$ cat config.mk
export PLATFORM = sky130hd
export DESIGN_NAME = countdown_ctrl
export DESIGN_NICKNAME = d
export VERILOG_FILES = /design/src/rtl/countdown_ctrl.sv
export SDC_FILE = /design/constraint.sdc
export NUM_CORES = 1
export LEC_CHECK = 0
export CAP_MARGIN = 5
export CORE_ASPECT_RATIO = 1.2
export CORE_UTILIZATION = 25
export CTS_CLUSTER_SIZE = 16
export DETAILED_ROUTE_END_ITERATION = 16
export PLACE_DENSITY = 0.5
export SLEW_MARGIN = 20
export SYNTH_ARGS = -nofsm -noshare
export SYNTH_HDL_FRONTEND = slang
export SYNTH_SLANG_ARGS = --single-unit
$ cat constraint.sdc
create_clock -name in_clk -period 3.05 [get_ports in_clk]
set_clock_uncertainty 0.1 [all_clocks]
set_input_delay 0.4575 -clock in_clk [delete_from_list [all_inputs] [get_ports in_clk]]
set_output_delay 0.4575 -clock in_clk [all_outputs]
set_load 0.02 [all_outputs]
$ cat src/rtl/countdown_ctrl.sv
// countdown_ctrl
//   Start/pause/clear countdown controller driven by a divide-by-DIV
//   prescaler. The prescaler only advances while the countdown is running
//   and pause is low. Each prescaler wrap is one tick, and each tick
//   decrements count. When count expires, done pulses for one cycle.
//
//   Parameters:
//     DIV  in_clk cycles per tick (>= 2)
//     CW   countdown width
//
//   Ports:
//     in_clk    system clock (rising edge)
//     rst_n     asynchronous active-low reset
//     start     one-cycle request: load load_val and run
//     pause     level: hold the countdown while high
//     clear     one-cycle request: abort to IDLE
//     load_val  countdown start value, sampled on an accepted start
//     count     remaining ticks
//     tick_out  one-cycle pulse for each tick taken
//     done      one-cycle pulse on expiry
//     state     IDLE=00 RUN=01 PAUSE=10 DONE=11
//     busy      high in RUN or PAUSE
//
//   Build option:
//     COUNTDOWN_AUTORELOAD_EN  On expiry, reload from the live load_val
//                              and keep running. If load_val is 0, go to
//                              DONE instead.

module countdown_ctrl #(
    parameter int DIV = 40000000,
    parameter int CW  = 8
) (
    input  logic          in_clk,
    input  logic          rst_n,
    input  logic          start,
    input  logic          pause,
    input  logic          clear,
    input  logic [CW-1:0] load_val,
    output logic [CW-1:0] count,
    output logic          tick_out,
    output logic          done,
    output logic [1:0]    state,
    output logic          busy
);

    localparam int PW = (DIV > 1) ? $clog2(DIV) : 1;

    typedef enum logic [1:0] {
        IDLE  = 2'b00,
        RUN   = 2'b01,
        PAUSE = 2'b10,
        DONE  = 2'b11
    } state_t;

    state_t        state_q, state_d;
    logic [CW-1:0] count_q, count_d;
    logic [PW-1:0] presc_q, presc_d;
    logic          tick_q, tick_d;
    logic          done_q, done_d;
    logic          busy_q;
    logic          advance;

    always_ff @(posedge in_clk or negedge rst_n) begin
        if (!rst_n) begin
            state_q <= IDLE;
            count_q <= '0;
            presc_q <= '0;
            tick_q  <= 1'b0;
            done_q  <= 1'b0;
            busy_q  <= 1'b0;
        end else begin
            state_q <= state_d;
            count_q <= count_d;
            presc_q <= presc_d;
            tick_q  <= tick_d;
            done_q  <= done_d;
            busy_q  <= (state_d == RUN) || (state_d == PAUSE);
        end
    end

    always_comb begin
        state_d = state_q;
        count_d = count_q;
        presc_d = presc_q;
        tick_d  = 1'b0;
        done_d  = 1'b0;
        advance = 1'b0;

        if (clear) begin
            state_d = IDLE;
            count_d = '0;
            presc_d = '0;
        end else if (start) begin
            presc_d = '0;
            if (load_val != '0) begin
                state_d = RUN;
                count_d = load_val;
            end else begin
                state_d = DONE;
                count_d = '0;
                done_d  = 1'b1;
            end
        end else begin
            case (state_q)
                RUN: begin
                    if (pause) state_d = PAUSE;
                    else       advance = 1'b1;
                end
                // The cycle that leaves PAUSE already advances the prescaler.
                // This way each paused cycle costs exactly one cycle of delay.
                PAUSE: begin
                    if (!pause) begin
                        state_d = RUN;
                        advance = 1'b1;
                    end
                end
                default: count_d = '0;    // IDLE and DONE hold count at zero
            endcase
        end

        if (advance) begin
            if (presc_q == PW'(DIV - 1)) begin
                presc_d = '0;
                tick_d  = 1'b1;
                // A count of 0 cannot occur in RUN. It is treated as expiry
                // anyway, so count never wraps below zero.
                if (count_q <= CW'(1)) begin
                    done_d = 1'b1;
`ifdef COUNTDOWN_AUTORELOAD_EN
                    if (load_val != '0) begin
                        count_d = load_val;
                    end else begin
                        count_d = '0;
                        state_d = DONE;
                    end
`else
                    count_d = '0;
                    state_d = DONE;
`endif
                end else begin
                    count_d = count_q - 1'b1;
                end
            end else begin
                presc_d = presc_q + 1'b1;
            end
        end
    end

    assign count    = count_q;
    assign tick_out = tick_q;
    assign done     = done_q;
    assign state    = state_q;
    assign busy     = busy_q;

endmodule

Yosys cells after proc, flatten, opt, wreduce, memory -nomap -nowiden
Index checks and enable logic that the tools add are counted.

Multiplexer cells: 32. Equal/unequal tests: 5. Reductions and logical operators: 4. $lt $le $gt $ge: 1. $add $sub $neg: 2.

Operator list (number): 26-bit 2-to-1 mux (4); 8-bit 2-to-1 mux (7); 26-bit by 1-bit adder with 26-bit output, second input constant (1); 26-bit == test, second input constant (1); 2-bit 2-to-1 mux (8); 1-bit 2-to-1 mux (12); 8-bit by 1-bit less-or-equal comparator with 1-bit output, second input constant (1); 8-bit nonzero test (1); 8-bit by 1-bit subtractor with 8-bit output, second input constant (1); 2-bit by 1-bit == test with 1-bit output, second input constant (2); 2-bit == test, second input constant (2); 2-bit one-hot mux with 2 select lines (1); 3-bit nonzero test (1); 2-bit OR reduction (1); 1-bit logical OR (1).

Bits in registers: 39. Input bits: 13. Word-level logic and storage cells: 50. Output and inout port bits: 13.

Logic depth before layout (Yosys ltp)
Depth in word-level cells: 9. Depth in mapped cells: 9. Mapped depth without buffers: 7.

Worst setup path before layout
Ideal clock, no wire load.

Kind: flip-flop to flip-flop. Start point: register state_q[0], in the netlist state[0]. End point: register presc_q[17]. Setup slack: 628 ps. Stages on the path, launching flop included: 8. Arrival: 2198 ps. Buffers on the path: 0. Setup time: 124 ps. Path through: dfrtp_1 inv_1 ha_1 or2_2 a211oi_1 nand4_1 xor2_1 nor2_1.

Longest elaborated chain between the ends: 6. Elaborated cells between the ends (all ways): 8.

RTL lines: from (decl) (RTL line 55) `state_t state_q, state_d;`; from (signal assigned) (RTL line 72) `state_q <= state_d;`; 2-bit == test or 2-bit by 1-bit == test with 1-bit output (tied branches) (RTL line 104) `case (state_q)`; 2-bit OR reduction (no source line) (*); 1-bit 2-to-1 mux (*); 1-bit 2-to-1 mux (*) (RTL line 93) `end else if (start) begin`; 1-bit 2-to-1 mux (*) (RTL line 89) `if (clear) begin`; 3-bit nonzero test (no source line) or 26-bit 2-to-1 mux (tied branches); to (signal assigned) (RTL line 74) `presc_q <= presc_d;`; to (decl) (RTL line 57) `logic [PW-1:0] presc_q, presc_d;`.

Mark *: on every way between the ends. The rest lies on a longest branch, timed or not. A chain may end at the register's enable or synchronous reset.

Final worst setup path
Start point: register state_q[0], in the netlist state[0]. End point: register presc_q[25].

The elaborated chain is that of the path after synthesis.

==> metrics.txt <==
Crit Path Class=reg2reg; GP Congestion=roughly 0.84; Core Area=9220 um^2; #FFs+latches synth=39; outcome=finished clean; IO Pins=26; total CTS buffers=5; number of flops mapped to enable cells by yosys=0; final hold violations=0; hold slack=about 180 ps; clk slew on worst S/H paths=80 ps; wire length of the first global-routing pass=between 10,000 and 15,000 um; Post-Syn Instances=between 200 and 300; share of post-route cells with drive strength above 1=0.0909; Layout area overhead=20.3%; initial antenna violation count=0; DIE WIDTH=between 90 and 100 um; Critical Path AT=2340 ps; syn nets=about 280; Least-Margin Pin Slew=approximately 890 ps; Yosys top cell by area=dfrtp_1; VDD IR max=between 0.1 and 0.15 mV; total gr overflow=0; Hold/Removal Path Class=in2async; peak fanout along the critical path=8; Leak=about 1.2 nW; nature of the critical path endpoint=register; DR WL/cell=around 15 um; FMAX=450 MHz; Power Dens Cells=approximately 370 nW/um^2; Antenna diodes=0; # Max-Cap Violations=0; PostCTS Resize Cnt=0; hold buffers post-CTS=0; post-route core utilization=0.315; CP Buf/Inv Count=2; most frequent cell after synthesis=dfrtp_1; Routed Antenna Nets=0; Initial Util=0.262; critical path's slowest cell=dfrtp_1; number of global-route vias before repair=2,033; synth warn=0; CP cell instances=inv_1, ha_1, or2_2, a211oi_1, buf_4, nand3_1, xor2_1, nor2_1; syn avg cell area=approximately 9.1 um^2; largest net degree at the start of global routing=40; TritonRoute pass-1 iters=4; root cell of the clock tree=clkbuf_8; top cell family by delay on the critical path=simple AND/OR/NAND/NOR gates; Tot GR Track Use=0.130; Synth area leaders=dfrtp_1 (40%), nor2_1 (5.0%), xor2_1 (4.7%); total number of H-tree levels=2; fin crit share=0.729; setup TNS=0 ps; Setup-failing EPs final=0; post-layout minimum cycle time=approximately 2200 ps; height of the die=110 um; Die ar.=slightly above 10,000 um^2; clock sink count=39; register area share after synthesis=0.404; drt initial violations=93; Slew headroom=0.407; CTS Buffer Depth=2; vias per cell=5.06; Synth top area share=0.404; postcts setup bufs=0; total detailed-routing wirelength=6180 um; worst path required time=between 3000 and 4000 ps; Rows=38; fraction of registers with async set/reset=1.00; max-slew violations=0; CP Launch Type=register; Cell Area, Synth=2410 um^2; placed cells=~410; final std cells w/o fill=around 420; nets@finish=314; post-synthesis cell type count=49; Synth top cells by count=dfrtp_1 (39), nor2_1 (32), nand2_1 (30); CTS tree=yes; # DRC=0; via count=about 2,100; dpl hpwl=4480 um; Post-synth top flop=dfrtp_1; Clk Latency, worst-skew pair=approximately 290 ps; RSZ-0062 raised after global routing=no; port bufs=25; CP max stage delay=390 ps
==> metrics by stage <==
step	setup WS, ps	instance area, um^2	power [W]
finish	826	2910	0.00107
global route	640	2910	0.00112
CTS	796	2910	0.00108
detailed placement	562	2810	0.000692
global placement	591	2810	0.000692
floorplan	628	2410	0.000622
==> state kept, by name, summed over array words and instances, names as in the netlist <==
signal    flops
count         8
busy          1
state         2
presc_q      26
tick_out      1
done          1
==> logic make-up (layout without fill, tap and decap cells) <==
group           after synthesis  in the layout  share of synthesized area
simple gates                141            141                      0.327
compound gates               48             48                      0.141
flops                        39             39                      0.404
xor+xnor                     18             18                     0.0653
buf+inv                      13             45                     0.0316
fa+ha+maj                     5              5                     0.0259
mux                           1              1                    0.00466
==> routing by layer <==
layer | up-vias | track usage | routed length (um)
met5 | - | 0 | 0
met4 | 0 | 0.0469 | 127
met3 | 13 | 0.0270 | 244
met2 | 51 | 0.226 | 2990
met1 | 1006 | 0.161 | 2810
li1 | 1042 | - | -
==> cell type report <==
cell class	count	area [um^2]
Fill cell	998	6320
Tap cell	120	150
Multi-Input combinational cell	213	1360
Inverter	5	18.8
Timing Repair Buffer	32	298
Clock buffer	8	100
Sequential cell	39	976
==> placed cells by master, fill, tap and decap left out, drive strengths merged, types with 7 or more instances in the layout <==
cell,count
nor2,32
nand4,7
and3,13
buf,8
clkbuf,8
a31oi,7
clkdlybuf4s50,24
and4,8
o21ai,9
xor2,13
nand3,20
dfrtp,39
nand2,30
a22o,9
==> power by group <==
| group | internal, W | leakage [nW] | total, W | switching [W] |
|---|---|---|---|---|
| clock network | 0.000207 | 0.0515 | 0.000389 | 0.000183 |
| logic | 0.0000625 | 0.644 | 0.000146 | 0.0000836 |
| registers | 0.000524 | 0.538 | 0.000535 | 0.0000111 |
| total | 0.000793 | 1.23 | 0.00107 | 0.000277 |
==> worst paths after layout <==
| check | from | end | slack [ps] | cells after the start |
|---|---|---|---|---|
| min in group in_clk | presc_q[3] | presc_q[3] | 440 | 1 |
| min reg2reg | presc_q[3] | presc_q[3] | 440 | 1 |
| max | state[0] | presc_q[25] | 830 | 8 |
| max in group asynchronous | rst_n | count[1] | 2110 | 1 |
| min | rst_n | presc_q[12] | 180 | 1 |
| max reg2reg | state[0] | presc_q[25] | 830 | 8 |
No activity file was read; power rests on OpenSTA's default activity.
